==> src/rtl/iter_muldiv_unit_if.sv <==
// rtl/iter_muldiv_unit_if.sv - issue/result bundle between control, register file and muldiv unit
interface iter_muldiv_unit_if #(
    parameter int XLEN = 32
);
    logic            start;
    logic [1:0]      op;
    logic            signed_op;
    logic [XLEN-1:0] operand_a;
    logic [XLEN-1:0] operand_b;
    logic [4:0]      dest_reg;
    logic            busy;
    logic            done;
    logic [XLEN-1:0] result;
    logic            wb_en;
    logic [4:0]      wb_reg;

    modport master (
        output start, op, signed_op, operand_a, operand_b, dest_reg,
        input  busy, done, result, wb_en, wb_reg
    );

    modport slave (
        input  start, op, signed_op, operand_a, operand_b, dest_reg,
        output busy, done, result, wb_en, wb_reg
    );
endinterface

==> src/rtl/iter_muldiv_unit.sv <==
// rtl/iter_muldiv_unit.sv - iterative shift-add multiplier / restoring divider with register write-back
module iter_muldiv_unit #(
    parameter int XLEN  = 32,
    parameter int CNT_W = 6
) (
    input  logic               clk,
    input  logic               rst_n,
    iter_muldiv_unit_if.slave  bus
);
    localparam logic [1:0] OP_MUL  = 2'b00;
    localparam logic [1:0] OP_MULH = 2'b01;
    localparam logic [1:0] OP_DIV  = 2'b10;
    localparam logic [1:0] OP_REM  = 2'b11;
    localparam logic [CNT_W-1:0] LAST_ITER = CNT_W'(XLEN - 1);

    typedef enum logic [1:0] {
        IDLE,
        CALC,
        DONE
    } state_t;

    state_t            state;
    logic [CNT_W-1:0]  cnt;
    logic [1:0]        op_q;
    logic              neg_q;
    logic [XLEN-1:0]   a_q;
    logic [XLEN-1:0]   b_q;
    logic [XLEN-1:0]   rem_q;
    logic [2*XLEN-1:0] prod_q;
    logic [XLEN-1:0]   result_q;
    logic [4:0]        wb_reg_q;
    logic              busy_q;
    logic              done_q;

    logic              sign_a;
    logic              sign_b;
    logic [XLEN-1:0]   abs_a;
    logic [XLEN-1:0]   abs_b;
    logic              div_zero;
    logic              start_neg;

    logic [XLEN:0]     mul_sum;
    logic [2*XLEN-1:0] prod_nxt;
    logic [XLEN:0]     div_shift;
    logic [XLEN:0]     div_trial;
    logic              div_ok;
    logic [XLEN-1:0]   rem_nxt;
    logic [XLEN-1:0]   quo_nxt;

    logic [2*XLEN-1:0] prod_fix;
    logic [XLEN-1:0]   quo_fix;
    logic [XLEN-1:0]   rem_fix;
    logic [XLEN-1:0]   final_res;

    // Operand conditioning at issue: magnitudes plus the sign the result must carry.
    always_comb begin
        sign_a   = bus.signed_op & bus.operand_a[XLEN-1];
        sign_b   = bus.signed_op & bus.operand_b[XLEN-1];
        abs_a    = sign_a ? (~bus.operand_a + 1'b1) : bus.operand_a;
        abs_b    = sign_b ? (~bus.operand_b + 1'b1) : bus.operand_b;
        div_zero = (bus.operand_b == '0);
        start_neg = sign_a ^ sign_b;
        case (bus.op)
            OP_REM:  start_neg = sign_a;
            // Quotient of x/0 must stay all ones regardless of operand signs.
            OP_DIV:  start_neg = div_zero ? 1'b0 : (sign_a ^ sign_b);
            default: start_neg = sign_a ^ sign_b;
        endcase
    end

    // One iteration of each datapath; the last one feeds sign correction in the same edge.
    always_comb begin
        mul_sum   = {1'b0, prod_q[2*XLEN-1:XLEN]} + (prod_q[0] ? {1'b0, a_q} : {(XLEN+1){1'b0}});
        prod_nxt  = {mul_sum, prod_q[XLEN-1:1]};

        div_shift = {rem_q, a_q[XLEN-1]};
        div_trial = div_shift - {1'b0, b_q};
        div_ok    = ~div_trial[XLEN];
        rem_nxt   = div_ok ? div_trial[XLEN-1:0] : div_shift[XLEN-1:0];
        quo_nxt   = {a_q[XLEN-2:0], div_ok};

        prod_fix  = neg_q ? (~prod_nxt + 1'b1) : prod_nxt;
        quo_fix   = neg_q ? (~quo_nxt + 1'b1) : quo_nxt;
        rem_fix   = neg_q ? (~rem_nxt + 1'b1) : rem_nxt;

        case (op_q)
            OP_MUL:  final_res = prod_fix[XLEN-1:0];
            OP_MULH: final_res = prod_fix[2*XLEN-1:XLEN];
            OP_DIV:  final_res = quo_fix;
            default: final_res = rem_fix;
        endcase
    end

    always_ff @(posedge clk or negedge rst_n) begin
        if (!rst_n) begin
            state    <= IDLE;
            cnt      <= '0;
            op_q     <= '0;
            neg_q    <= 1'b0;
            a_q      <= '0;
            b_q      <= '0;
            rem_q    <= '0;
            prod_q   <= '0;
            result_q <= '0;
            wb_reg_q <= '0;
            busy_q   <= 1'b0;
            done_q   <= 1'b0;
        end else begin
            case (state)
                IDLE: begin
                    if (bus.start) begin
                        op_q     <= bus.op;
                        neg_q    <= start_neg;
                        wb_reg_q <= bus.dest_reg;
                        a_q      <= abs_a;
                        b_q      <= abs_b;
                        rem_q    <= '0;
                        prod_q   <= {{XLEN{1'b0}}, abs_b};
                        cnt      <= '0;
                        busy_q   <= 1'b1;
                        state    <= CALC;
                    end
                end
                CALC: begin
                    cnt <= cnt + 1'b1;
                    if (!op_q[1]) begin
                        prod_q <= prod_nxt;
                    end else begin
                        a_q   <= quo_nxt;
                        rem_q <= rem_nxt;
                    end
                    if (cnt == LAST_ITER) begin
                        result_q <= final_res;
                        done_q   <= 1'b1;
                        state    <= DONE;
                    end
                end
                DONE: begin
                    done_q <= 1'b0;
                    busy_q <= 1'b0;
                    state  <= IDLE;
                end
                default: begin
                    done_q <= 1'b0;
                    busy_q <= 1'b0;
                    state  <= IDLE;
                end
            endcase
        end
    end

    assign bus.busy   = busy_q;
    assign bus.done   = done_q;
    assign bus.wb_en  = done_q;
    assign bus.result = result_q;
    assign bus.wb_reg = wb_reg_q;
endmodule

==> src/flat_wrapper.sv <==
// flat-port wrapper written by rule: the top's interface ports become plain ports
module iter_muldiv_unit_flat 
#(
    parameter int XLEN  = 32,
    parameter int CNT_W = 6
)
  (clk, rst_n, bus_start, bus_op, bus_signed_op, bus_operand_a, bus_operand_b, bus_dest_reg, bus_busy, bus_done, bus_result, bus_wb_en, bus_wb_reg);
  iter_muldiv_unit_if #(.XLEN(XLEN)) bus_i ();
  input  logic clk;
  input  logic rst_n;
  input wire logic [$bits(bus_i.start)-1:0] bus_start;
  input wire logic [$bits(bus_i.op)-1:0] bus_op;
  input wire logic [$bits(bus_i.signed_op)-1:0] bus_signed_op;
  input wire logic [$bits(bus_i.operand_a)-1:0] bus_operand_a;
  input wire logic [$bits(bus_i.operand_b)-1:0] bus_operand_b;
  input wire logic [$bits(bus_i.dest_reg)-1:0] bus_dest_reg;
  output wire logic [$bits(bus_i.busy)-1:0] bus_busy;
  output wire logic [$bits(bus_i.done)-1:0] bus_done;
  output wire logic [$bits(bus_i.result)-1:0] bus_result;
  output wire logic [$bits(bus_i.wb_en)-1:0] bus_wb_en;
  output wire logic [$bits(bus_i.wb_reg)-1:0] bus_wb_reg;
  assign bus_i.start = bus_start;
  assign bus_i.op = bus_op;
  assign bus_i.signed_op = bus_signed_op;
  assign bus_i.operand_a = bus_operand_a;
  assign bus_i.operand_b = bus_operand_b;
  assign bus_i.dest_reg = bus_dest_reg;
  assign bus_busy = bus_i.busy;
  assign bus_done = bus_i.done;
  assign bus_result = bus_i.result;
  assign bus_wb_en = bus_i.wb_en;
  assign bus_wb_reg = bus_i.wb_reg;
  iter_muldiv_unit #(.XLEN(XLEN), .CNT_W(CNT_W)) u_core (.clk(clk), .rst_n(rst_n), .bus(bus_i));
endmodule
==> config.mk <==
export PLATFORM = sky130hd
export DESIGN_NAME = iter_muldiv_unit_flat
export DESIGN_NICKNAME = d
export VERILOG_FILES = /design/src/rtl/iter_muldiv_unit_if.sv /design/src/rtl/iter_muldiv_unit.sv /design/src/flat_wrapper.sv
export SDC_FILE = /design/constraint.sdc
export NUM_CORES = 1
export LEC_CHECK = 0
export ABC_AREA = 0
export CAP_MARGIN = 20
export CORE_AREA = 2 2 226 284
export CTS_CLUSTER_SIZE = 8
export DETAILED_ROUTE_END_ITERATION = 12
export DIE_AREA = 0 0 228 286
export PLACE_DENSITY_LB_ADDON = 0.12
export SYNTH_ARGS = -nofsm -noshare
export SYNTH_HDL_FRONTEND = slang
export SYNTH_SLANG_ARGS = --single-unit
==> constraint.sdc <==
create_clock -name clk -period 8.7 [get_ports clk]
set_clock_uncertainty 0.15 [all_clocks]
set_input_delay 1.74 -clock clk [delete_from_list [all_inputs] [get_ports clk]]
set_output_delay 1.74 -clock clk [all_outputs]
set_load 0.01 [all_outputs]
==> impl_metrics.toml, run 1 <==
[synth]
async_flop_share = 1.00
yosys-top-cells-area = "dfrtp_1 (28%), o21ai_0 (7.1%), nand2_1 (6.7%), a21oi_1 (5.9%), ha_1 (4.7%)"
ys_top_cells_by_count = "nand2_1 (335), o21ai_0 (263), a21oi_1 (218)"
ys_seq_elements = 210
yosys_warnings = 0
synth-seq-area-share = 0.282
syn_inst = 2464
yosysMostFrequentCell = "nand2_1"
synth_edf_count = 0
yosys.area.top_type = "dfrtp_1"
netlist.area_leader.share = 0.282
synth_ff_type = "dfrtp_1"
synth_cell_types = 98
syn_nets = 2611
netlist_area_um2 = 18600
avgSynthCellArea_um2 = 7.56

[worst_setup_path]
crit_family = "simple AND/OR/NAND/NOR gates"
cp-start-kind = "register"
critPathArrivalTime_ps = 6410
slowest_delay_ps = 730
critical_path.cell_chain = "inv_1 -> ha_1 -> inv_1 -> fa_1 -> a211oi_1 -> nor2_1 -> o21ai_0 -> a211oi_1 -> nor3_1 -> nor2_4 -> clkinv_1 -> mux2i_1 -> ha_1 -> and3_1 -> a41oi_1 -> nor4_1 -> or2_2 -> a21oi_1 -> o32a_2"
cp_num_buf_inv = 3
cp_slowest_cell = "nor4_1"
crit_required_ps = 9030
cp_max_fo = 10
path_class = "reg -> reg"
cp-end-kind = "register"
r2r_slack_ps = 2610

[routing]
first_pass_iters = 5
vias = 18700
drcViolationCount = 0
postRouteAntennaNets = 0
drt_iter0_markers = 1460
routedWlPerCell_um = 22.7
drt-vias-per-instance = 5.61
wirelength_um = 75500

[cts]
cts_buffer_depth = 3
cts.repair.resized = 0
root_buffer = "clkbuf_16"
numCtsBuffers = 30
postCtsHoldBufs = 0
post_cts_buffers = 0
clkSinkCount = 210
path_clk_slew_ps = 60
h-tree-depth = 1
cts_tree = "yes"
clkLatencyLatePin_ps = 610

[sta]
hold_viol = 0
min_period_ps = 6090
drv_slew = 0
fmax_mhz = 164
min_period_over_period = 0.700
tns_ps = 0
hold_ws_ps = 314
rsz0062_at_grt = "false"
tightest_slew_ps = 1040
slew_headroom = 0.307
setup_viol = 0

[die]
initial_core_util = 0.298
ioPinCount = 115
num_rows = 103
core_area_um2 = 62600
dieArea_um2 = 65200
fp.dieW_um = 228
die-height_um = 286

[layout]
nets = 2630
largest_reg_flops = 64
syn_to_final_growth_pct = 14.3
final-seq-area_um2 = 5260
drive_gt1_frac = 0.0542
multi_input_area_um2 = 12500
fin_util = 0.340
diodes = 0
nFillCells = 6743
top_register = "u_core.prod_q"

[run]
maxCapViolCount = 0

[placed_design]
dp_hpwl_um = 58500
place_congestion = 0.922
port_buffers = 114

[power_and_ir_drop]
power_density_nw_per_um2 = 481
power.total_mw = 10.2
power_leakage_nw = 8.58
peakVddDrop_mv = 0.230

[global_routing]
overflow = 0
grt_pass1_wl_um = 114000
grt_usage = 0.225
antenna_found_initial = 2
grt_pass1_vias = 18100
grt_max_degree = 96

[status]
status = "completed"

[min_path]
hold_path.class = "reg -> reg"
logic make-up (layout without fill, tap and decap cells):
kind of cell | count (synthesis) | after routing | synth area share
compound gates | 828 | 828 | 0.280
xor+xnor | 167 | 167 | 0.0785
fa+ha+maj | 72 | 72 | 0.0491
buf+inv | 222 | 247 | 0.0481
flops | 210 | 210 | 0.282
mux | 46 | 46 | 0.0283
simple gates | 919 | 919 | 0.234
worst min-delay path: stages (launching register included):
cell and delay [ps]:
dfrtp_1 340, nand2_1 50, nand2_1 50
power by group:
part	total (mW)	internal, mW	switching, mW
Sequential	2.07	1.40	0.670
Clock	1.10	0.622	0.480
Combinational	7.06	2.56	4.49
Total	10.2	4.59	5.64
final timing paths:
check	start	end	cells past startpoint
worst max-delay path	u_core.a_q[31]	u_core.bus.result[26]	19
worst min-delay path	u_core.bus.result[9]	u_core.bus.result[9]	2
worst max register to register	u_core.a_q[31]	u_core.bus.result[26]	19
worst min register to register	u_core.bus.result[9]	u_core.bus.result[9]	2
max in group asynchronous	rst_n	u_core.bus.result[7]	3
min in group asynchronous	rst_n	u_core.bus.wb_reg[4]	1
final cells by class:
cell class / instances / share of cell area
clock inverters: 1 / 0.00141
well taps: 840 / 0.0494
repair buffers: 140 / 0.0649
inverters: 69 / 0.0122
flip-flops and latches: 210 / 0.247
multi-input cells: 2032 / 0.588
clock buffers: 37 / 0.0370
per-layer routing:
layer | vias up | global-route usage | part of all wire | wire length [µm]
met1 | 9018 | 0.290 | 0.43 | 32500
met5 | - | 0 | 0 | 0
li1 | 9026 | - | - | -
met4 | 0 | 0.101 | 0.049 | 3670
met3 | 117 | 0.0164 | 0.040 | 3020
met2 | 502 | 0.385 | 0.48 | 36300
cells in the final DEF (no fill, tap or decap), drive strengths merged, types with 37 or more instances in the layout:
cell type / synthesis / routed
a21oi: 218 / 218
and2: 51 / 51
clkbuf: 129 / 37
clkdlybuf4s50: 0 / 113
dfrtp: 210 / 210
ha: 70 / 70
inv: 67 / 67
mux2i: 38 / 38
nand2: 335 / 335
nand3: 55 / 55
nor2: 218 / 218
nor3: 66 / 66
o21ai: 265 / 265
o31ai: 43 / 43
xnor2: 99 / 99
xor2: 68 / 68
metrics by stage:
stage	setup slack (ps)	instances	instance area (µm²)
detailed placement	2610	3289	20400
floorplan	3530	2464	18600
finish	2610	3329	21300
global route	2060	3329	21300
CTS	2560	3327	21200
global placement	2790	3288	20400
Power figures use the tool's default switching activity.
==> inputs of run 2 (changes only) <==
- clock period: 8.7 -> 6.4 ns (I/O delays scaled with it)
==> impl_metrics.toml, run 2 (synthesis results as in run 1) <==
[die]
die-height_um = 286
dieArea_um2 = 65200
initial_core_util = 0.298
fp.dieW_um = 228
core_area_um2 = 62600
num_rows = 103
ioPinCount = 115

[worst_setup_path]
cp-end-kind = "register"
crit_required_ps = 6760
slowest_delay_ps = 780
worst_path_most_repeated_cell = "nor4_1"
cp_slowest_cell = "a2111oi_0"
critical_path.cell_chain = "and2_1 -> ha_1 -> inv_1 -> fa_1 -> or3b_2 -> nand2b_1 -> nor4_1 -> o211a_1 -> o2111ai_1 -> nor4_1 -> nand2_1 -> a31oi_1 -> o2bb2ai_1 -> a2111oi_0 -> a221oi_1 -> o21ai_0"
reg2regPathDepth = 16
critPathArrivalTime_ps = 6050
cp.depth = 16
cp_max_fo = 6
path_class = "reg -> reg"
cp-start-kind = "register"
cp_num_buf_inv = 1
crit_family = "simple AND/OR/NAND/NOR gates"

[min_path]
hold_path.class = "reg -> reg"
hold_depth = 2

[routing]
routedWlPerCell_um = 22.6
first_pass_iters = 5
wirelength_um = 75700
drt_iter0_markers = 1422
drcViolationCount = 0
vias = 18700
drt-vias-per-instance = 5.59
postRouteAntennaNets = 0

[global_routing]
overflow = 0
antenna_found_initial = 0
grt_pass1_vias = 18100
grt_usage = 0.225
grt_max_degree = 112
grt_pass1_wl_um = 114000

[cts]
h-tree-depth = 1
root_buffer = "clkbuf_16"
postCtsHoldBufs = 0
cts_buffer_depth = 3
numCtsBuffers = 31
cts_tree = "yes"
clkSinkCount = 210
path_clk_slew_ps = 50
clkLatencyLatePin_ps = 590
post_cts_buffers = 0
cts.repair.resized = 0

[power_and_ir_drop]
pwr-share-comb = 0.692
p_seq_frac = 0.198
power_frac_clock = 0.110
peakVddDrop_mv = 0.349
power_leakage_nw = 8.65
power_density_nw_per_um2 = 657
p_int_mw = 6.36
p_switching_mw = 7.70
power.total_mw = 14.1
swShare = 0.547

[sta]
fmax_mhz = 176
hold_ws_ps = 315
tns_ps = 0
hold_viol = 0
tightest_slew_ps = 1080
min_period_ps = 5700
rsz0062_at_grt = "false"
setup_viol = 0
slew_headroom = 0.280
min_period_over_period = 0.890
drv_slew = 0

[layout]
stdcell_area_um2 = 21400
top_register = "u_core.prod_q"
nets = 2639
drive_gt1_frac = 0.0588
largest_reg_flops = 64
layout_commonest_cell = "nand2_1"
diodes = 0
syn_to_final_growth_pct = 14.8
final_cell_mix = "nand2_1 (332), o21ai_0 (263), a21oi_1 (218)"

[placed_design]
port_buffers = 114
place_congestion = 0.958
dpl_cell_area_um2 = 20500
dp_hpwl_um = 58700

[run]
maxCapViolCount = 0

[status]
status = "completed"
run 2: final timing paths:
| check | start | to | slack, ps |
|---|---|---|---|
| max | u_core.prod_q[0] | u_core.bus.result[15] | 700 |
| min | u_core.bus.result[9] | u_core.bus.result[9] | 320 |
| max reg2reg | u_core.prod_q[0] | u_core.bus.result[15] | 700 |
| min reg2reg | u_core.bus.result[9] | u_core.bus.result[9] | 320 |
| max in group asynchronous | rst_n | u_core.rem_q[28] | 4420 |
| min in group asynchronous | rst_n | u_core.bus.wb_reg[1] | 530 |
run 2: area by class of cell:
cell class / count / area [µm²]
repair buffers: 148 / 1430
clock inverters: 2 / 25.0
multi-input cells: 2032 / 12500
inverters: 69 / 259
well taps: 840 / 1050
flip-flops and latches: 210 / 5260
fillers: 6753 / 41200
clock buffers: 41 / 843
run 2: power by group through the flow:
stage          logic, mW  registers [mW]  clock network, mW
6_report            9.72            2.79               1.55
5_1_grt             10.7            2.86               1.64
4_1_cts             9.66            2.78               1.59
3_5_place_dp        9.60            2.80                  0
3_3_place_gp        9.56            2.78                  0
2_1_floorplan       6.78            2.37                  0
run 2: worst reg2reg max path, stage by stage, from the launching register on:
cell	delay (ps)
dfrtp_1	530
and2_1	180
ha_1	190
inv_1	70
fa_1	590
or3b_2	510
nand2b_1	220
nor4_1	420
o211a_1	250
o2111ai_1	290
nor4_1	590
nand2_1	170
a31oi_1	190
o2bb2ai_1	80
a2111oi_0	780
a221oi_1	200
o21ai_0	210
run 2: routing by layer:
| layer | routed length [µm] | vias to the layer above | track usage |
|---|---|---|---|
| met3 | 2670 | 108 | 0.0162 |
| met2 | 36900 | 486 | 0.390 |
| met4 | 3140 | 0 | 0.0912 |
| met5 | 0 | - | 0 |
| li1 | - | 9042 | - |
| met1 | 33000 | 9062 | 0.291 |
run 2: stage by stage:
| step | std cells | util | worst slack, ps |
|---|---|---|---|
| 2_1_floorplan | 2464 | - | 1230 |
| 3_3_place_gp | 3298 | 0.327 | 842 |
| 3_5_place_dp | 3299 | 0.328 | 823 |
| 4_1_cts | 3342 | 0.342 | 785 |
| 5_1_grt | 3342 | 0.342 | 310 |
| 6_report | 3342 | 0.342 | 704 |
